File: src/rtl/sync_fifo_if.sv
// ---------------------------------------------------------------------------
// sync_fifo_if
//   Bundles the push/pop handshake and status signals of sync_fifo.
//   Clock and reset are kept as plain ports on the FIFO itself.
//
//   Signals
//     read_enable   push request (client -> FIFO)
//     data_in       word to push (client -> FIFO)
//     write_enable  pop request (client -> FIFO)
//     data_out      registered pop result (FIFO -> client)
//     full          count == DEPTH (FIFO -> client)
//     empty         count == 0 (FIFO -> client)
//     count         number of stored words (FIFO -> client)
//
//   Modports
//     master  client side, drives the requests
//     slave   FIFO side, drives the data/status
// ---------------------------------------------------------------------------
interface sync_fifo_if #(
  parameter int WIDTH = 8,
  parameter int DEPTH = 4
);
  localparam int CNT_W = $clog2(DEPTH + 1);

  logic             read_enable;
  logic [WIDTH-1:0] data_in;
  logic             write_enable;
  logic [WIDTH-1:0] data_out;
  logic             full;
  logic             empty;
  logic [CNT_W-1:0] count;

  modport master (
    output read_enable,
    output data_in,
    output write_enable,
    input  data_out,
    input  full,
    input  empty,
    input  count
  );

  modport slave (
    input  read_enable,
    input  data_in,
    input  write_enable,
    output data_out,
    output full,
    output empty,
    output count
  );
endinterface

File: src/rtl/sync_fifo.sv
// ---------------------------------------------------------------------------
// sync_fifo
//   Single-clock FIFO buffering bytes between the UART and its client.
//   Holds up to DEPTH words of WIDTH bits in arrival order.
//   Naming follows the UART side: read_enable pushes data_in into the FIFO,
//   write_enable pops the oldest word onto data_out.
//   Overflow pushes and underflow pops are silently ignored.
//
//   Ports
//     clock   single clock, all state updates on posedge
//     reset   synchronous, active-high; clears pointers, count, data_out
//     bus     sync_fifo_if slave modport (handshake, data, status)
//
//   All outputs are registered. data_out carries the popped word for exactly
//   one cycle after a successful pop and is 0 on every other cycle.
//   DEPTH may be any value >= 2; pointers wrap explicitly at DEPTH-1.
// ---------------------------------------------------------------------------
module sync_fifo #(
  parameter int WIDTH = 8,
  parameter int DEPTH = 4
) (
  input  logic        clock,
  input  logic        reset,
  sync_fifo_if.slave  bus
);

  localparam int PTR_W = (DEPTH > 1) ? $clog2(DEPTH) : 1;
  localparam int CNT_W = $clog2(DEPTH + 1);

  localparam logic [PTR_W-1:0] PTR_LAST  = PTR_W'(DEPTH - 1);
  localparam logic [CNT_W-1:0] CNT_FULL  = CNT_W'(DEPTH);
  localparam logic [CNT_W-1:0] CNT_ONE   = CNT_W'(1);

  // Pointer advance with explicit wrap so non-power-of-2 depths work.
  function automatic logic [PTR_W-1:0] ptr_inc(input logic [PTR_W-1:0] p);
    if (p == PTR_LAST) begin
      return '0;
    end
    return p + PTR_W'(1);
  endfunction

  logic [WIDTH-1:0] mem [DEPTH];

  logic [PTR_W-1:0] wr_ptr;
  logic [PTR_W-1:0] rd_ptr;
  logic [CNT_W-1:0] cnt_p1;
  logic             full_p1;
  logic             empty_p1;
  logic [WIDTH-1:0] data_out_p1;

  logic             pop_ok;
  logic             push_ok;
  logic [CNT_W-1:0] cnt_next;

  // ---- stage 0: request qualification from pre-edge state ----
  // A push into a full FIFO is allowed only when a pop frees a slot on the
  // same edge; the read below sees the old word before the write lands.
  always_comb begin
    pop_ok  = bus.write_enable && !empty_p1;
    push_ok = bus.read_enable && (!full_p1 || pop_ok);

    cnt_next = cnt_p1;
    unique case ({push_ok, pop_ok})
      2'b10:   cnt_next = cnt_p1 + CNT_ONE;
      2'b01:   cnt_next = cnt_p1 - CNT_ONE;
      default: cnt_next = cnt_p1;
    endcase
  end

  // Storage is never cleared; reset only forgets it through the pointers.
  always_ff @(posedge clock) begin
    if (push_ok) begin
      mem[wr_ptr] <= bus.data_in;
    end
  end

  // ---- stage 1: registered pointers, status and pop result ----
  always_ff @(posedge clock) begin
    if (reset) begin
      wr_ptr      <= '0;
      rd_ptr      <= '0;
      cnt_p1      <= '0;
      full_p1     <= 1'b0;
      empty_p1    <= 1'b1;
      data_out_p1 <= '0;
    end else begin
      if (push_ok) begin
        wr_ptr <= ptr_inc(wr_ptr);
      end
      if (pop_ok) begin
        rd_ptr      <= ptr_inc(rd_ptr);
        data_out_p1 <= mem[rd_ptr];
      end else begin
        data_out_p1 <= '0;
      end
      cnt_p1   <= cnt_next;
      full_p1  <= (cnt_next == CNT_FULL);
      empty_p1 <= (cnt_next == '0);
    end
  end

  assign bus.data_out = data_out_p1;
  assign bus.count    = cnt_p1;
  assign bus.full     = full_p1;
  assign bus.empty    = empty_p1;

endmodule

File: src/flat_wrapper.sv
// flat-port wrapper written by rule: the top's interface ports become plain ports
module sync_fifo_flat 
#(
  parameter int WIDTH = 8,
  parameter int DEPTH = 4
)
  (clock, reset, bus_read_enable, bus_data_in, bus_write_enable, bus_data_out, bus_full, bus_empty, bus_count);
  sync_fifo_if #(.WIDTH(WIDTH), .DEPTH(DEPTH)) bus_i ();
  input  logic clock;
  input  logic reset;
  input wire logic [$bits(bus_i.read_enable)-1:0] bus_read_enable;
  input wire logic [$bits(bus_i.data_in)-1:0] bus_data_in;
  input wire logic [$bits(bus_i.write_enable)-1:0] bus_write_enable;
  output wire logic [$bits(bus_i.data_out)-1:0] bus_data_out;
  output wire logic [$bits(bus_i.full)-1:0] bus_full;
  output wire logic [$bits(bus_i.empty)-1:0] bus_empty;
  output wire logic [$bits(bus_i.count)-1:0] bus_count;
  assign bus_i.read_enable = bus_read_enable;
  assign bus_i.data_in = bus_data_in;
  assign bus_i.write_enable = bus_write_enable;
  assign bus_data_out = bus_i.data_out;
  assign bus_full = bus_i.full;
  assign bus_empty = bus_i.empty;
  assign bus_count = bus_i.count;
  sync_fifo #(.WIDTH(WIDTH), .DEPTH(DEPTH)) u_core (.clock(clock), .reset(reset), .bus(bus_i));
endmodule
File: config.mk
export PLATFORM = sky130hd
export DESIGN_NAME = sync_fifo_flat
export DESIGN_NICKNAME = d
export VERILOG_FILES = /design/src/rtl/sync_fifo_if.sv /design/src/rtl/sync_fifo.sv /design/src/flat_wrapper.sv
export SDC_FILE = /design/constraint.sdc
export NUM_CORES = 1
export LEC_CHECK = 0
export CORE_UTILIZATION = 48
export DETAILED_ROUTE_END_ITERATION = 12
export GPL_ROUTABILITY_DRIVEN = 0
export HOLD_SLACK_MARGIN = 0.03
export PLACE_DENSITY = 0.78
export SLEW_MARGIN = 10
export SYNTH_ARGS = -nofsm -noshare
export SYNTH_HDL_FRONTEND = slang
export SYNTH_SLANG_ARGS = --single-unit
export TNS_END_PERCENT = 10
File: constraint.sdc
create_clock -name clock -period 2.2 [get_ports clock]
set_input_delay 0.33 -clock clock [delete_from_list [all_inputs] [get_ports clock]]
set_output_delay 0.33 -clock clock [all_outputs]
set_load 0.005 [all_outputs]
==> out/qor.yml, run 1 <==
status: "finished, final reports clean"
fin_util_pct: 64.9
grt_max_degree: 16
hpwl_um: 2280
grt_pass1_vias: 1088
syn-cell-area_mm2: 0.00191
synth_top_area_cell: "edfxtp_1"
max_slew_margin_pct: 65.0
endpoint_kind: "register"
slowest_stage: "or4_4"
row_count: 22
grt_usage_pct: 17.6
crit_chain: "nor2b_4 -> o21a_4 -> inv_2 -> ha_4 -> fa_2 -> xnor2_2 -> or4_4 -> and3_4"
gr-total-overflow: 0
finalSetupTns_ps: 0
synth_edf_count: 32
finClkSkew_ps: 2.32
cts_buffers: 5
synth_warnings: 0
startpoint_type: "register"
clkLatencyLatePin_ps: 300
dr_total_vias: 1053
hold_path_class: "register to register"
cp.arrival_ps: 2340
grt_pass1_wl_um: 5180
drtIter0Drc: 44
slowest_delay_ps: 560
cts_max_level: 2
antenna_found_initial: 0
drtAntennaViolNets: 0
setup_violations: 0
worst-path-max-fanout: 3
fp.dieH_um: 65.1
firstDrtPassIters: 4
ys_seq_area_share_pct: 68.1
areaGrowthSynthToFinish_pct: 27.2
routed_via_density: 5.16
mostFrequentLayoutCell: "edfxtp_1"
cts.sinks: 49
dieWidth_um: 65.1
holdWs_ps: 537
dieArea_mm2: 0.00424
ys_ff_latch: 49
cts_root_buffer: "clkbuf_8"
crit_required_ps: 2400
synth_top_area_share_pct: 50.3
power_density_mw_per_mm2: 951
synthDistinctLibCells: 29
nets: 174
setup_ws_ps: 67.2
netlist_instances: 116
finalCritPeriodShare_pct: 96.9
initial_core_util_pct: 51.1
cap_viol_max_count: 0
synth_flop_cell: "edfxtp_1"
io_pins: 25
post_drt_wl_per_cell_um: 15.8
critical_path_class: "register to register"
async_reset_ff_share_pct: 0
fmax_ghz: 0.469
drive_gt1_share_pct: 24.4
clkTransAtPathRegs_ps: 80
diodes: 0
synth_area_per_cell_um2: 16.5
period_needed_ps: 2130
wirelength_um: 3220
cts_tree: "yes"
core_mm2: 0.00374
hold_viol_final: 0
mostFrequentLayoutCells: "edfxtp_1, clkdlybuf4s50_1, dfxtp_1"
worst_pin_slew_ps: 524
io_buffers: 24
drc_errors: 0
ctsHoldBuffers: 0
vdd_drop_max_v: 0.000569
p_leak_nw: 0.883
yosys-top-cells-area: "edfxtp_1, dfxtp_1, mux4_2"
pre_cts_slack_ps: -384
grt_setup_unrepaired: "no"
finalMaxSlewViolations: 0
clock_path_buffers: 2
syn_nets: 135
-- sequential cells by signal, summed over array words and instances, names as in the netlist --
name	flops
u_core.bus.count	3
u_core.bus.data_out	8
u_core.bus.empty	1
u_core.bus.full	1
u_core.mem	32
u_core.rd_ptr	2
u_core.wr_ptr	2
-- cell families after synthesis --
family                     after synthesis  share of synthesized area [%]
AOI/OAI and AO/OA                        5                           2.03
xor gates and xnor gates                 2                          0.916
adders and majority gates                7                           4.97
buffers and inverters                    9                           2.42
DFF                                     49                           68.1
muxes                                   13                           12.1
and+or+nand+nor                         31                           9.49
-- final timing paths --
kind | to | startpoint | slack [ps] | cells after the start
worst max-delay path | u_core.bus.empty$_SDFF_PP1_ | u_core.bus.empty$_SDFF_PP1_ | 70 | 8
worst min-delay path | u_core.wr_ptr[1]$_SDFFE_PP0P_ | u_core.wr_ptr[1]$_SDFFE_PP0P_ | 540 | 2
worst max register to register | u_core.bus.empty$_SDFF_PP1_ | u_core.bus.empty$_SDFF_PP1_ | 70 | 8
worst min register to register | u_core.wr_ptr[1]$_SDFFE_PP0P_ | u_core.wr_ptr[1]$_SDFFE_PP0P_ | 540 | 2
-- critical path: cells and delay by family (launching register included) --
| kind | cells | cell delay [ps] |
|---|---|---|
| xor gates and xnor gates | 1 | 160 |
| buffers and inverters | 1 | 40 |
| adders and majority gates | 2 | 530 |
| AOI/OAI and AO/OA | 1 | 130 |
| and+or+nand+nor | 3 | 850 |
| DFF | 1 | 340 |
-- metrics by stage --
step / instance area [um2] / power (W) / instances
2_1_floorplan: 1930 / 0.00149 / 116
3_3_place_gp: 2280 / 0.00168 / 194
3_5_place_dp: 2280 / 0.00172 / 194
4_1_cts: 2400 / 0.00230 / 202
5_1_grt: 2430 / 0.00242 / 204
6_report: 2430 / 0.00231 / 204
-- area by class of cell --
class	instances	area, um2
clock inverters	1	8.76
inverters	4	15.0
multi-input cells	58	606
well taps	48	60.1
flip-flops and latches	49	1300
fillers	272	1310
clock buffers	7	97.6
repair buffers	37	343
-- power breakdown --
group | internal [W] | switching (W) | leakage, nW
Combinational | 0.000344 | 0.000222 | 0.397
Clock | 0.000295 | 0.000286 | 0.0536
Sequential | 0.00108 | 0.0000833 | 0.433
Total | 0.00172 | 0.000591 | 0.883
-- what timing repair did --
| item | in CTS | in global routing |
|---|---|---|
| endpoints found under the setup margin | 2 | 2 |
| resized for setup | 2 | 4 |
| setup buffers | 0 | 2 |
| pin swaps | 0 | 5 |
-- cells in the mapped netlist, types with 2 or more instances --
cell type and count:
nor2_1 8, mux2i_1 4, dfxtp_1 17, nand2b_1 3, nor2b_1 10, and2_1 4
ha_1 6, inv_1 3, mux4_2 8, edfxtp_1 32, clkbuf_1 2, nand2_1 2
-- per-layer routing --
metal | vias to the layer above | GRT usage, % | part of all wire (%)
met1 | 524 | 20.6 | 43
met3 | 7 | 5.90 | 4.2
met5 | - | 0 | 0
li1 | 499 | - | -
met4 | 0 | 8.15 | 1.8
met2 | 23 | 29.3 | 51
Power figures use the tool's default switching activity.
==> run 2, diff against run 1 <==
ABC_AREA = 1   (was default)
CORE_ASPECT_RATIO = 0.7   (was default)
==> out/qor.yml, run 2 <==
status: "finished, final reports clean"
antenna_found_initial: 0  # unchanged
finalSetupTns_ps: 0  # unchanged
core_mm2: 0.00369  # -1.3%
fmax_ghz: 0.503  # +7.3%
areaGrowthSynthToFinish_pct: 22.3
synth_top_area_share_pct: 49.5  # -0.78 points
routed_via_density: 5.10  # -1.3%
max_slew_margin_pct: 75.3  # +10 points
dieArea_mm2: 0.00431  # +1.6%
gr-total-overflow: 0  # unchanged
setup_violations: 0  # unchanged
dieWidth_um: 78.0  # +20%
startpoint_type: "primary input"
dr_total_vias: 1330  # +26%
slowest_stage: "clkdlybuf4s50_1"
worst_path_most_repeated_cell: "nand2_1"
syn-cell-area_mm2: 0.00194  # +1.6%
finClkSkew_ps: 9.15  # +6.83 ps
drtAntennaViolNets: 0  # unchanged
period_needed_ps: 1990  # -146 ps
hold_viol_final: 0  # unchanged
io_pins: 25  # unchanged
worst_pin_slew_ps: 370  # -155 ps
yosys-top-cells-area: "edfxtp_1, dfxtp_1, nor2_1"
clkTransAtPathRegs_ps: 90  # about the same
endpoint_kind: "register"
vdd_drop_max_v: 0.000542  # -4.6%
r2r_start: "u_core.bus.empty$_SDFF_PP1_"
cts_tree: "yes"
largest_reg_flops: 32  # unchanged
ctsHoldBuffers: 0  # unchanged
row_count: 18  # -18%
finalMaxSlewViolations: 0  # unchanged
nets: 229  # +32%
grt_pass1_wl_um: 6310  # +22%
crit_start: "bus_write_enable"
synth_common_cells: "nor2_1, edfxtp_1, dfxtp_1, inv_1"
cp_num_cells: 11  # +3
cts_resized: 0  # -2
rrSetupSlack_ps: 330  # +260 ps
largest_register: "u_core.mem"
syn_nets: 190  # +41%
holdWs_ps: 529  # -8.55 ps
cts_root_buffer: "clkbuf_8"
async_reset_ff_share_pct: 0  # unchanged
synth_warnings: 0  # unchanged
num-fill-cells: 274  # +0.74%
placed_area_mm2: 0.00228  # about the same
r2r_cells: 11  # +3
p_leak_nw: 0.921  # +4.3%
critical_path_class: "primary input to register"
ys_seq_area_share_pct: 67.0  # -1.1 points
synth_area_per_cell_um2: 11.4  # -31%
clock_path_buffers: 2  # unchanged
grt_setup_unrepaired: "no"
ys_ff_latch: 49  # unchanged
cts_max_level: 2  # unchanged
crit_chain: "clkdlybuf4s50_1 -> nand2_1 -> nand2_1 -> nand2_2 -> ha_1 -> fa_1 -> nand2_1 -> nand2_1 -> nor2_1 -> nand2_1 -> nor2_1"
hold_path_class: "register to register"
endpoint: "u_core.bus.full$_SDFF_PP0_"
synth_top_area_cell: "edfxtp_1"
crit_required_ps: 2440  # +40 ps
finalCritPeriodShare_pct: 90.3  # -6.6 points
synth_flop_cell: "edfxtp_1"
wirelength_um: 3910  # +22%
min_delay_path_depth: 2  # unchanged
firstDrtPassIters: 5  # +1
grt_usage_pct: 19.6  # +2.0 points
initial_core_util_pct: 52.6  # +1.5 points
cp.arrival_ps: 2220  # -120 ps
io_buffers: 24  # unchanged
power_density_mw_per_mm2: 942  # -0.95%
fp.dieH_um: 55.2  # -15%
cts_buffers: 5  # unchanged
clkLatencyLatePin_ps: 290  # about the same
worst-path-max-fanout: 3  # unchanged
synthDistinctLibCells: 19  # -34%
final_area_mm2: 0.00237  # -2.3%
hpwl_um: 2840  # +25%
finalPower_w: 0.00224  # -3.2%
cts.sinks: 49  # unchanged
cap_viol_max_count: 0  # unchanged
synth_edf_count: 32  # unchanged
drive_gt1_share_pct: 11.4  # -13 points
mostFrequentLayoutCell: "nor2_1"
cp_top_family: "simple AND/OR/NAND/NOR gates"
grt_max_degree: 18  # +2
cp_num_buf_inv: 1  # unchanged
diodes: 0  # unchanged
post_cts_buffers: 0  # unchanged
synth_most_common_cell: "nor2_1"
mostFrequentLayoutCells: "nor2_1, edfxtp_1, clkdlybuf4s50_1"
grt_pass1_vias: 1348  # +24%
r2r-end: "u_core.bus.full$_SDFF_PP0_"
post_drt_wl_per_cell_um: 15.0  # -5.0%
netlist_instances: 171  # +47%
drc_errors: 0  # unchanged
slowest_delay_ps: 450  # -110 ps
drtIter0Drc: 77  # +75%
==> run 2: cell count changes after synthesis, sizes merged, moves of 4 or more <==
cell   change
o21ai     +19
and2       -4
nor2b     -10
mux4       -8
nand2     +11
a21oi     +11
nor2      +37
mux2i      -4
inv       +13
==> run 2: worst min-delay path by stage <==
| stage | from | endpoint | slack [ps] |
|---|---|---|---|
| final | u_core.wr_ptr[1]$_SDFFE_PP0P_ | u_core.wr_ptr[1]$_SDFFE_PP0P_ | 530 |
| after global placement | u_core.mem[3][5]$_DFFE_PP_ | u_core.bus.data_out[5]$_SDFF_PP0_ | 490 |
| after global routing | u_core.mem[3][2]$_DFFE_PP_ | u_core.bus.data_out[2]$_SDFF_PP0_ | 560 |
| after floorplan | reset | u_core.bus.count[1]$_SDFF_PP0_ | 400 |
| after detailed placement | u_core.mem[3][7]$_DFFE_PP_ | u_core.bus.data_out[7]$_SDFF_PP0_ | 500 |
| after CTS | u_core.mem[3][2]$_DFFE_PP_ | u_core.bus.data_out[2]$_SDFF_PP0_ | 530 |
==> run 2: power breakdown <==
group | leakage, nW | internal, W | switching [W]
registers | 0.433 | 0.00108 | 0.0000601
logic | 0.444 | 0.000245 | 0.000315
clock network | 0.0445 | 0.000256 | 0.000284
==> run 2: worst register-to-register path, stage by stage (launching register included) <==
cell and delay, ps:
dfxtp_1 320, inv_1 60, nand2_1 100, nand2_1 90
nand2_2 60, ha_1 240, fa_1 440, nand2_1 90
nand2_1 70, nor2_1 170, nand2_1 90, nor2_1 90
==> run 2: kinds of logic after synthesis <==
family,after synthesis,synth area share (%)
AO/OA/AOI/OAI,32,8.25
AND/OR/NAND/NOR,61,12.4
buffers and inverters,21,6.96
adder cells (fa/ha/maj),7,4.90
flip-flops,49,67.0
XOR/XNOR,1,0.451
==> run 2: routing by layer <==
metal / global-route usage (%) / vias to the layer above / wire length, um
met3: 5.29 / 8 / 177
met1: 24.5 / 636 / 1700
met4: 5.82 / 0 / 40
li1: - / 646 / -
met2: 33.6 / 40 / 1990
met5: 0 / - / 0
==> run 2: cell type report <==
cell class | instances | area (um2) | share of cell area, %
Clock buffer | 7 | 86.3 | 3.64
Clock inverter | 1 | 7.51 | 0.316
Inverter | 17 | 81.3 | 3.42
Multi-Input combinational cell | 101 | 505 | 21.3
Sequential cell | 49 | 1300 | 54.8
Tap cell | 50 | 62.6 | 2.63
Timing Repair Buffer | 36 | 330 | 13.9
==> run 2: per-stage QoR <==
stage	worst slack (ps)	util [%]	cells
detailed placement	-56.3	61.8	253
CTS	267	64.3	261
global placement	118	61.8	253
global route	123	64.3	261
finish	213	64.3	261
floorplan	497	-	171
